### src/rtl/rx78_cart_loader.sv
// rx78_cart_loader: turns an ioctl file download into cartridge RAM writes
// through a small write FIFO, and tracks size, checksum and error status.
module rx78_cart_loader #(
    parameter logic [7:0] CART_INDEX = 8'h01,
    parameter int         ADDR_W     = 15,
    parameter int         FIFO_DEPTH = 4
) (
    input  logic              clk_sys,
    input  logic              reset_n,
    input  logic              ioctl_download,
    input  logic [7:0]        ioctl_index,
    input  logic              ioctl_wr,
    input  logic [24:0]       ioctl_addr,
    input  logic [7:0]        ioctl_dout,
    output logic              mem_we,
    output logic [ADDR_W-1:0] mem_addr,
    output logic [7:0]        mem_data,
    input  logic              mem_ready,
    output logic              hold_reset,
    output logic              cart_valid,
    output logic [ADDR_W:0]   cart_size,
    output logic [15:0]       checksum,
    output logic              err_oversize,
    output logic              err_overrun
);

    localparam int             PTR_W      = $clog2(FIFO_DEPTH);
    localparam int             ENTRY_W    = ADDR_W + 8;
    localparam logic [PTR_W:0] FULL_COUNT = (PTR_W + 1)'(FIFO_DEPTH);

    typedef enum logic [1:0] {IDLE, LOAD, DRAIN, DONE} state_t;

    state_t state;
    state_t state_next;

    logic               prev_download;
    logic [ENTRY_W-1:0] fifo_mem [FIFO_DEPTH];
    logic [PTR_W-1:0]   wr_ptr;
    logic [PTR_W-1:0]   rd_ptr;
    logic [PTR_W:0]     count;

    logic            index_match;
    logic            start;
    logic            honoured;
    logic            in_range;
    logic            fifo_full;
    logic            fifo_empty;
    logic            push;
    logic            pop;
    logic [ADDR_W:0] end_addr;

    // A load starts only on a rising edge of a matching download, and only
    // when no load is already running.
    assign index_match = (ioctl_index == CART_INDEX);
    assign start       = ((state == IDLE) || (state == DONE)) && ioctl_download
                         && index_match && !prev_download;
    assign honoured    = (state == LOAD) && ioctl_download && ioctl_wr && index_match;
    assign in_range    = ((ioctl_addr >> ADDR_W) == 25'd0);

    // Fullness uses the registered count, so a same-cycle pop never makes room.
    assign fifo_full   = (count == FULL_COUNT);
    assign fifo_empty  = (count == '0);
    assign push        = honoured && in_range && !fifo_full;
    assign pop         = !fifo_empty && mem_ready;
    assign end_addr    = {1'b0, ioctl_addr[ADDR_W-1:0]} + (ADDR_W + 1)'(1);

    // State register.
    always_ff @(posedge clk_sys or negedge reset_n) begin
        if (!reset_n) begin
            state <= IDLE;
        end else begin
            state <= state_next;
        end
    end

    // Next-state logic: a fresh matching download always restarts the load.
    always_comb begin
        state_next = state;
        if (start) begin
            state_next = LOAD;
        end else begin
            case (state)
                LOAD:    if (!ioctl_download) state_next = DRAIN;
                DRAIN:   if (fifo_empty)      state_next = DONE;
                default: state_next = state;
            endcase
        end
    end

    // Outputs: console held in reset while loading, RAM port fed from FIFO head.
    always_comb begin
        hold_reset = (state == LOAD) || (state == DRAIN);
        cart_valid = (state == DONE) && !err_oversize && !err_overrun;
        mem_we     = !fifo_empty;
        mem_addr   = '0;
        mem_data   = '0;
        if (!fifo_empty) begin
            {mem_addr, mem_data} = fifo_mem[rd_ptr];
        end
    end

    // FIFO bookkeeping, size/checksum accumulation and sticky error flags.
    always_ff @(posedge clk_sys or negedge reset_n) begin
        if (!reset_n) begin
            prev_download <= 1'b1;
            wr_ptr        <= '0;
            rd_ptr        <= '0;
            count         <= '0;
            cart_size     <= '0;
            checksum      <= '0;
            err_oversize  <= 1'b0;
            err_overrun   <= 1'b0;
        end else begin
            prev_download <= ioctl_download;
            if (start) begin
                wr_ptr       <= '0;
                rd_ptr       <= '0;
                count        <= '0;
                cart_size    <= '0;
                checksum     <= '0;
                err_oversize <= 1'b0;
                err_overrun  <= 1'b0;
            end else begin
                if (push) begin
                    wr_ptr   <= wr_ptr + PTR_W'(1);
                    checksum <= checksum + {8'h00, ioctl_dout};
                    if (end_addr > cart_size) begin
                        cart_size <= end_addr;
                    end
                end
                if (pop) begin
                    rd_ptr <= rd_ptr + PTR_W'(1);
                end
                case ({push, pop})
                    2'b10:   count <= count + (PTR_W + 1)'(1);
                    2'b01:   count <= count - (PTR_W + 1)'(1);
                    default: count <= count;
                endcase
                if (honoured && !in_range) begin
                    err_oversize <= 1'b1;
                end
                if (honoured && in_range && fifo_full) begin
                    err_overrun <= 1'b1;
                end
            end
        end
    end

    // FIFO storage; contents are only visible through the count, so no reset.
    always_ff @(posedge clk_sys) begin
        if (push) begin
            fifo_mem[wr_ptr] <= {ioctl_addr[ADDR_W-1:0], ioctl_dout};
        end
    end

endmodule

### config.mk
export PLATFORM = sky130hd
export DESIGN_NAME = rx78_cart_loader
export DESIGN_NICKNAME = d
export VERILOG_FILES = /design/src/rtl/rx78_cart_loader.sv
export SDC_FILE = /design/constraint.sdc
export NUM_CORES = 1
export LEC_CHECK = 0
export CAP_MARGIN = 30
export CORE_UTILIZATION = 45
export DETAILED_ROUTE_END_ITERATION = 6
export PLACE_DENSITY = 0.69
export SETUP_SLACK_MARGIN = 0.4
export SLEW_MARGIN = 0
export SYNTH_ARGS = -nofsm -noshare
export SYNTH_HDL_FRONTEND = slang
export SYNTH_SLANG_ARGS = --single-unit
### constraint.sdc
create_clock -name clk_sys -period 3.1 [get_ports clk_sys]
set_clock_uncertainty 0.2 [all_clocks]
set_input_delay 0.465 -clock clk_sys [delete_from_list [all_inputs] [get_ports clk_sys]]
set_output_delay 0.465 -clock clk_sys [all_outputs]
set_load 0.02 [all_outputs]
# --- Word-level counts from Yosys, hierarchy flattened ---
# Memory sizes are Yosys's and may differ from the RTL's.
# Index checks and enable logic that the tools add are counted.
# Widths: inputs -> output; s select.
word_totals:
  ff_bits: 44
  ram_bits: 92
  input_bits: 46
  out_inout_bits: 60
  memories: 1
mem_list:
  columns: ["name", "words", "width", "read_ports", "rd_ports_with_merged_regs", "wr", "line_no", "rtl"]
  rows:
  - ["fifo_mem", 4, 23, 1, 0, 1, "37", "logic [ENTRY_W-1:0] fifo_mem [FIFO_DEPTH];"]
classes:
  add_sub_neg: 6
  order_cmp: 1
  n_eq_ne: 9
  n_mux: 23
  n_reduce_logical: 33
op_table:
  columns: ["operator", "n"]
  rows:
  - ["$mux 16", 5]
  - ["$logic_not 25->1", 1]
  - ["$add 15x1->16 const B", 1]
  - ["$add 16x8->16", 1]
  - ["$gt 16x16->1", 1]
  - ["$mux 15", 1]
  - ["$mux 2", 7]
  - ["$logic_and 1x1->1", 13]
  - ["$reduce_bool 2->1", 5]
  - ["$eq 8x1->1 const B", 1]
  - ["$mux 8", 1]
  - ["$eq 2x2->1 const B", 3]
  - ["$logic_not 1->1", 6]
  - ["$mux 1", 6]
  - ["$ne 3x3->1 const B", 2]
  - ["$pmux 3 s2", 1]
  - ["$reduce_bool 3->1", 2]
  - ["$add 2x1->2 const B", 2]
  - ["$eq 2x1->1 const B", 2]
  - ["$pmux 2 s2", 1]
  - ["$add 3x1->3 const B", 1]
  - ["$eq 3x3->1 const B", 1]
  - ["$logic_not 3->1", 1]
  - ["$mux 3", 1]
  - ["5 further kinds", 6]

# --- Logic depth before layout (Yosys ltp) ---
# Gate-level depths: netlist (run 1).
depth:
  word_depth: 9
  mapped_depth: 11
  ltp_nobuf: 10

# --- Worst setup path before layout (run 1) ---
# OpenSTA, ideal clock, no wires.
synth_path:
  path_kind: "input to register"
  from: "input port ioctl_addr[7]"
  to: "register cart_size[10]"
  arrival_ns: 3.246
  path_slack_ns: -0.425
  stages: 11
  path_buffers: 1
  cell_sequence: "nand4_1 -> or3_1 -> or4_1 -> nand2_1 -> ha_1 -> nand3_1 -> or3_1 -> a211o_1 -> a311oi_4 -> buf_8 -> mux2i_1"
synth_between:
  elab_chain_len: 4
  word_cells_on_any_way: 7
  classes_between: "1 x add/sub; 1 x order compare; 3 x mux; 2 x reduce/logical"
synth_rtl:
  columns: ["element", "line_no", "rtl"]
  rows:
  - ["from (decl)", "13", "input logic [24:0] ioctl_addr,"]
  - ["$add 15x1->16 *", "65", "assign end_addr = {1'b0, ioctl_addr[ADDR_W-1:0]} + (ADDR_W + 1)'(1);"]
  - ["$gt 16x16->1 or $mux 16 (tied branches)", "127", "if (end_addr > cart_size) begin"]
  - ["$reduce_bool 2->1 (no line) or $mux 16 (tied branches)", null, null]
  - ["$reduce_and 2->1 (no line) or $mux 16 (tied branches)", null, null]
  - ["to (signal assigned)", "128", "cart_size <= end_addr;"]
  - ["to (decl)", "21", "output logic [ADDR_W:0] cart_size,"]
# Mark *: on every way between the ends. The rest lies on a longest branch, timed or not. The select of a mux whose other input is x is not followed.
# A chain may end at the register's enable or synchronous reset.

# --- Worst setup path in the final report (run 1) ---
layout_path:
  from: "input port ioctl_addr[10]"
  to: "register cart_size[12]"
# The elaborated chain is that of the path after synthesis.

==> summary by stage, run 1 <==
Synth
The number of warnings issued by yosys is 0. Counting every net in the synthesized netlist gives 603. The cell area that synthesis handed to floorplanning was 6770 sq um. The most used flip-flop cell after synthesis is edfxtp_1. Counting flops with a built-in enable in the synthesized netlist gives 92. The average cell area after synthesis is 12.9 sq um. The share of synthesized area in the top cell type comes to 0.408. The proportion of synthesized area in mux cells is 0.102. The biggest area consumer among synthesized cells is edfxtp_1.

The synthesized flop and latch total is 136. In the synthesized netlist the async set-or-reset flop fraction comes to 0.324. Counting every instance in the synthesized netlist gives 523. The post-synthesis compound-gate area fraction was 0.0717.

The number of library cell types mapped by synthesis is 56. Sorting the synthesized cells by area gives the leading types as edfxtp_1 (41%), dfrtp_1 (16%), mux4_2 (7.7%), ha_1 (5.9%), nand2_1 (3.0%). The simple-gate share of the synthesized area is 0.143. The adder-cell share of the synthesized area is 0.0651. The register area share after synthesis is 0.571. Of the total synthesized cell area, the portion taken by XOR and XNOR cells is 0.0194.

The dominant combinational cell family by area after synthesis is simple AND/OR/NAND/NOR gates.

Timing
The transition time of the tightest slew-check pin is 0.515 ns. The period utilization is 1.04. The worst setup margin is -0.111 ns. The final setup TNS is -1.29 ns.

The number of pins with negative max-slew slack in the final report is 0. The time the final worst path needs with I/O delays and setup is 3.21 ns. Setup repair after global routing could not meet its margin everywhere. The final setup violation count is 16. The number of hold violations in the final report is 0. In this run the tightest slew margin relative to its limit is 0.656. The highest clock frequency the design can meet is 0.311 GHz.

Placement
Buffers placed on the I/O ports in this run total 105. Once detailed placement completed, the half-perimeter wirelength came to 10.6 mm. Routability-driven placement finished with a final weighted congestion of 0.867.

Floorplanning
Row generation in the floorplan step produced 44 rows. The die covers 15,500 sq um. Measured along the x axis, the die boundary spans 125 microns. The initial cell density of the core is 0.464. The die outline height is 125 microns. 106 I/O pins were placed. The placeable core area is 14,600 sq um.

Critical path
By startpoint and endpoint, the worst setup path is classified as in -> reg. Data arrives at the worst endpoint at 3.34 ns. The maximum net fanout on the critical path is 8.

STA classifies the critical path startpoint as an input port. For the worst setup path, the data required time is 3.23 ns. The sort of element at the end of the critical path is a flop.

Final layout
The number of filler instances in the final layout is 1,035. The area growth from synthesis to layout is 43.4%. In the final layout, flip-flops and latches occupy 3870 sq um.

In the final layout, the share of cells above drive strength 1 is 0.338. For this run, the post-layout net count is 819. 0 antenna diodes ended up in the layout. The multi-input combinational cells in the finished layout cover a total of 2950 sq um.

Outcome
The checks that failed: negative setup slack. The flow ran to the end, but the final reports show violations.

Clocking
Clock-pin slew was measured on the worst setup and hold paths at 0.07 ns. Clock tree synthesis found a total of 136 sinks. The TritonCTS clock tree is yes. Clock tree synthesis inserted a total of 17 buffers. The clock tree synthesis step divided the H-tree into 4 levels.

The clock root buffer master is clkbuf_16. No sink is reached through more buffers than the 2 on the longest clock path. The source-to-sink clock delay at the later pin of the worst-skew pair is 0.42 ns.

Drt
The number of optimization iterations in the first detailed-route pass is 5. The final route contains 5,085 vias. For this block, the routed nets add up to 16.7 mm of wire. The count of nets left with antenna violations once routing finished came out at 0.

Dividing the detail-routed via count by the number of cells gives 5.43. The routed wire length per instance is 17.8 microns. The number of DRC markers in iteration 0 is 351. The DRC violation count after routing is 0.

Power
Dividing total power by cell area gives a power density of 463 nW/um^2. Overall power consumption after layout is estimated at 4.50 mW. In this run the static leakage power is 3.81 nW. The worst ir drop on vdd is 0.000399 V.

Flow run
The tool flagged a number of max-cap violations equal to 0.

Global routing
The total congestion overflow is 0. The number of global-route vias before repair is 5,085. The maximum number of pins on one net before global-route repair is 39. The initial antenna violation count is 0. The global routing usage summed across all routing layers is 0.219.

The wire length of the first global-routing pass is 26.1 mm.

Worst hold path
The path category of the worst min-delay check is in -> reg.
power by group:
| part | switching [mW] | internal [mW] | leakage, nW |
|---|---|---|---|
| combinational | 0.214 | 0.228 | 2.09 |
| clock | 0.810 | 1.29 | 0.291 |
| sequential | 0.0105 | 1.95 | 1.42 |
cells in the final DEF, fill, tap and decap left out, types with 6 or more instances in the layout:
master,Yosys,final
mux4_2,23,23
nor3_1,12,7
inv_6,0,6
xor2_1,9,8
buf_2,0,8
buf_6,0,13
clkbuf_16,0,18
edfxtp_1,92,92
nor2_1,17,17
dfrtp_1,43,41
nand3_1,14,12
mux2i_1,17,17
clkdlybuf4s50_1,0,66
o21ai_0,11,10
ha_1,32,30
buf_4,0,91
nand2_1,55,52
o31ai_1,9,8
clkbuf_2,1,17
and2_1,29,19
or4_1,8,7
a21oi_1,27,26
and2_4,0,6
nand4_1,6,6
o21a_1,6,6
inv_1,30,28
buf_12,0,9
layout make-up:
| type | count | area share |
|---|---|---|
| clock buffers | 18 | 0.0442 |
| clock inverters | 14 | 0.0191 |
| inverters | 30 | 0.0120 |
| multi-input cells | 340 | 0.304 |
| flip-flops and latches | 136 | 0.398 |
| well taps | 184 | 0.0237 |
| repair buffers | 213 | 0.198 |
| repair inverters | 1 | 0.000773 |
registers in the layout, summed over array words and instances, names as in the netlist:
register and flops:
rd_ptr 2, wr_ptr 2, state 2, err_oversize 1
prev_download 1, count 3, err_overrun 1, checksum 16
fifo_mem 92, cart_size 16
metal layers:
layer | vias up | routed length (microns) | global-route usage
met5 | - | 0 | 0
met4 | 0 | 230 | 0.0624
met3 | 23 | 799 | 0.0477
met2 | 172 | 8570 | 0.371
met1 | 2501 | 7050 | 0.281
li1 | 2389 | - | -
metrics by stage:
stage / setup slack (ns) / instance area (sq um) / util / hold slack, ns / cells
4_1_cts: -0.0876 / 9510 / 0.652 / 0.137 / 918
3_3_place_gp: -0.838 / 8550 / 0.586 / 0.249 / 865
2_1_floorplan: -0.425 / 6770 / - / -0.0306 / 523
3_5_place_dp: -0.912 / 8550 / 0.586 / 0.257 / 865
6_report: -0.111 / 9710 / 0.665 / 0.156 / 936
5_1_grt: -0.198 / 9710 / 0.665 / 0.138 / 936
repair_timing:
| item | 4_1_cts | 5_1_grt |
|---|---|---|
| resized for setup | 134 | 65 |
| gates cloned | 3 | 1 |
| pin swaps | 17 | 17 |
| buffers inserted | 17 | 17 |
| hold buffers | 1 | 0 |
| endpoints found under the hold margin | 22 | 0 |
| endpoints found under the setup margin | 43 | 136 |
cell families after synthesis:
family	Yosys count
mux	40
buf+inv	47
fa+ha+maj	34
compound gates	74
simple gates	177
flops	136
xor+xnor	15
worst paths after layout:
path                       cells after the start               to           start  slack [ns]
setup / recovery                              12    cart_size[12]  ioctl_addr[10]       -0.11
max in group asynchronous                      3    prev_download         reset_n        1.60
setup reg to reg                               8    cart_size[12]   cart_size[14]        0.51
hold / removal                                 2  fifo_mem[2][17]   ioctl_addr[9]        0.16
min in group asynchronous                      2    cart_size[15]         reset_n        0.35
hold reg to reg                                2     err_oversize    err_oversize        0.34
synth_stat cells, types with 4 or more instances:
cell type / n
edfxtp_1: 92
nand2_1: 55
dfrtp_1: 43
ha_1: 32
inv_1: 30
and2_1: 29
a21oi_1: 27
mux4_2: 23
mux2i_1: 17
nor2_1: 17
nand3_1: 14
clkbuf_1: 13
nor3_1: 12
o21ai_0: 11
o31ai_1: 9
xor2_1: 9
or4_1: 8
nand4_1: 6
o21a_1: 6
xnor2_1: 6
a21o_1: 5
nand2b_1: 5
a211oi_1: 4
nor4_1: 4
critical path: stages:
cell	delay, ns
buf_6	0.07
nand4_1	0.14
or3_4	0.39
or4_4	0.52
nand2_4	0.08
ha_4	0.13
nand3_2	0.08
or3_4	0.40
a211o_1	0.31
a311oi_4	0.33
buf_6	0.21
mux2i_1	0.20
Power figures use the tool's default switching activity.
==> run 2, diff against run 1 <==
Settings changed: CORE_MARGIN from default to 5, PLACE_DENSITY 0.69 to 0.7.
==> summary by stage, run 2 (synthesis gave the netlist of run 1 again) <==
Final layout
The most common cell after layout, fill and taps aside is edfxtp_1 (unchanged). Largest registers ranked by flip-flop count: fifo_mem: 92 flops, cart_size: 16 flops, checksum: 16 flops (unchanged). Commonest cells after routing, fill and taps aside: edfxtp_1 (92), buf_4 (84), clkdlybuf4s50_1 (65) (was edfxtp_1 (92), buf_4 (91), clkdlybuf4s50_1 (66)).

The net count reported at finish was 811 (was 819). The sequential standard cell area is 3870 sq um (about the same). The summed area of non-filler cells in the final layout is 9530 sq um (was 9710 sq um).

The number of filler instances in the final layout is 1,065 (was 1,035). The area of the multi-input gates is 2940 sq um (was 2950 sq um). The number of flip-flops in the largest register is 92 (unchanged). The number of antenna diodes is 0 (unchanged).

The final core utilization was 0.651 (was 0.665). The number of standard cells in the final layout excluding fillers came to 928 (was 936). The fraction of final layout cells with drive strength greater than 1 is 0.320 (was 0.338). The post-synthesis to final-layout area growth is 40.7% (was 43.4%). The most flop-heavy register is fifo_mem (unchanged).

Critical path
The critical-path cell with the highest stage delay is or3_4 (was or4_4). The worst-case register-to-register setup slack is 0.53 ns (was 0.51 ns). The type of the setup path with the least slack was in -> reg (unchanged). The sort of element at the end of the critical path was a flop (unchanged).

The maximum net fanout on the critical path is 6 (was 8). The arrival time at the worst endpoint was 3.31 ns (was 3.34 ns). Cell breakdown of the critical path: buf_2, nand2_2, buf_4, buf_4, buf_4, nor4_4, buf_4, xnor2_4, ha_4, nand3_2, or3_4, a211o_1, a311oi_4, buf_6, mux2i_1 (was buf_6, nand4_1, or3_4, or4_4, nand2_4, ha_4, nand3_2, or3_4, a211o_1, a311oi_4, buf_6, mux2i_1). The worst reg2reg path depth came to 6 (was 8). Among the stages of the critical path, the cell type that occurs most often is buf_4. The category of the worst setup path launch point is an input port (unchanged). The reg-to-reg endpoint is count[1] (was cart_size[12]). The critical register-to-register path startpoint is count[0] (was cart_size[14]). The endpoint required time on the critical path is 3.24 ns (was 3.23 ns).

The largest stage delay on the critical path was 0.38 ns (was 0.52 ns).

Timing
Setup repair after global routing missed its margin: true (unchanged). The period utilization is 1.02 (was 1.04). The highest clock frequency the design can meet was 0.315 GHz (was 0.311 GHz). The time the final worst path needs with I/O delays and setup is 3.17 ns (was 3.21 ns). The worst setup margin is -0.0739 ns (was -0.111 ns).

The number of pins with negative max-slew slack in the final report was 0 (unchanged). The transition time of the tightest slew-check pin is 0.910 ns (was 0.515 ns). The final setup TNS came to -0.723 ns (was -1.29 ns).

The final setup violation count is 16 (unchanged). The worst relative slew slack came to 0.392 (was 0.656). The number of hold violations in the final report is 0 (unchanged).

Drt
The DRC violation count after routing is 0 (unchanged). The routed wire length per instance is 18.6 microns (was 17.8 microns). The number of optimization iterations in the first detailed-route pass was 5 (unchanged). The post-detailed-routing wire length is 17.3 mm (was 16.7 mm).

The number of DRC markers in iteration 0 came to 420 (was 351). The remaining antenna violation count is 0 (unchanged). The detailed-route via count is 5,154 (was 5,085).

The detail-routed via count per cell is 5.55 (was 5.43).

Global routing
The maximum number of pins on one net before global-route repair is 45 (was 39). The wire length of the first global-routing pass was 28.0 mm (was 26.1 mm). The number of global-route vias before repair is 5,344 (was 5,085).

The total congestion overflow came to 0 (unchanged). The initial antenna violation count came to 0 (unchanged). The global routing usage summed across all routing layers is 0.202 (was 0.219).

Clocking
The number of clock buffers inserted by TritonCTS is 17 (unchanged). The clock transition at the registers of the reported paths was 0.06 ns (was 0.07 ns). The number of H-tree levels is 4 (unchanged).

The CTS sink count was 136 (unchanged). The source-to-sink clock delay at the later pin of the worst-skew pair is 0.42 ns (about the same). The TritonCTS clock tree is yes (unchanged). The maximum clock path buffer count is 2 (unchanged). The clock root buffer master is clkbuf_16 (unchanged).

Power
The worst ir drop on vdd is 0.000351 V (was 0.000399 V). The cell leakage power is 3.75 nW (was 3.81 nW). The power density of the placed cells is 449 nW/um^2 (was 463 nW/um^2). The power consumption is 4.27 mW (was 4.50 mW).

Floorplanning
The die outline height came to 133 microns (was 125 microns). The initial cell density of the core is 0.462 (was 0.464). The I/O pin count is 106 (unchanged). The placeable core area is 14,600 sq um (about the same). The overall die area came to 17,600 sq um (was 15,500 sq um). The x dimension of the die is 133 microns (was 125 microns). The number of rows in the core area is 44 (unchanged).

Worst hold path
The hold path depth is 1 (was 2). The worst hold path startpoint was ioctl_dout[0] (was ioctl_addr[9]). The end point of the most critical hold path is fifo_mem[1][0] (was fifo_mem[2][17]). The path category of the worst min-delay check is in -> reg (unchanged).

Placement
The placed cell count is 870 (was 865). The routability congestion estimate from global placement is 0.950 (was 0.867). The post-detailed-placement cell area is 8600 sq um (was 8550 sq um). The number of port buffers is 105 (unchanged). The half-perimeter wire length of the detailed placement result is 11.5 mm (was 10.6 mm).

Outcome
Run status: complete, but fails checks (unchanged). Violations in the final reports: negative setup slack (unchanged).

Flow run
The number of max-capacitance violations reported is 0 (unchanged).
## run 2: worst max-delay path, delay by kind of cell
| kind | cells | cell delay [ns] |
|---|---|---|
| buffers and inverters | 6 | 0.86 |
| and+or+nand+nor | 4 | 0.81 |
| AOI/OAI and AO/OA | 2 | 0.59 |
| adders and majority gates | 1 | 0.27 |
| muxes | 1 | 0.20 |
| xor gates and xnor gates | 1 | 0.09 |
## run 2: how the worst max path moves through the flow
stage                    end            from  slack, ns  depth (start not counted)
4_1_cts         cart_size[8]  ioctl_addr[10]      -0.08                         12
3_3_place_gp    cart_size[4]   ioctl_addr[7]      -0.80                         12
2_1_floorplan  cart_size[10]   ioctl_addr[7]      -0.43                         11
6_report        cart_size[8]  ioctl_addr[11]      -0.07                         15
5_1_grt        cart_size[15]  ioctl_addr[11]      -0.12                         15
3_5_place_dp    cart_size[8]   ioctl_addr[7]      -0.91                         12
## run 2: stage by stage
step	setup WS [ns]	hold slack, ns
after floorplan	-0.425	-0.0306
after global placement	-0.800	0.322
after detailed placement	-0.907	0.328
after CTS	-0.0850	0.0396
after global routing	-0.120	0.160
final	-0.0739	0.165
## run 2: where the power goes
part	switching, mW	total (mW)	internal [mW]
clock network	0.842	1.89	1.05
logic	0.213	0.420	0.207
registers	0.00979	1.96	1.95
total	1.06	4.27	3.21
## run 2: timing repair
| action | 4_1_cts | 5_1_grt |
|---|---|---|
| endpoints found under the setup margin | 43 | 101 |
| endpoints found under the hold margin | 0 | 43 |
| hold buffers | 0 | 1 |
| cloned | 3 | 0 |
| setup buffers | 18 | 3 |
| resized for setup | 150 | 31 |
| pin swaps | 16 | 10 |
## run 2: layout make-up
cell class | instances | area share
Timing Repair Buffer | 205 | 0.191
Clock buffer | 17 | 0.0447
Multi-Input combinational cell | 340 | 0.308
Tap cell | 184 | 0.0242
Clock inverter | 15 | 0.0139
Sequential cell | 136 | 0.406
Timing Repair inverter | 1 | 0.000788
Inverter | 30 | 0.0118
## run 2: routing by layer
layer | global-route usage | wire, microns | vias up
met4 | 0.0704 | 417 | 0
met3 | 0.0524 | 1120 | 37
met5 | 0 | 0 | -
met2 | 0.339 | 8610 | 194
li1 | - | - | 2387
met1 | 0.254 | 7150 | 2536
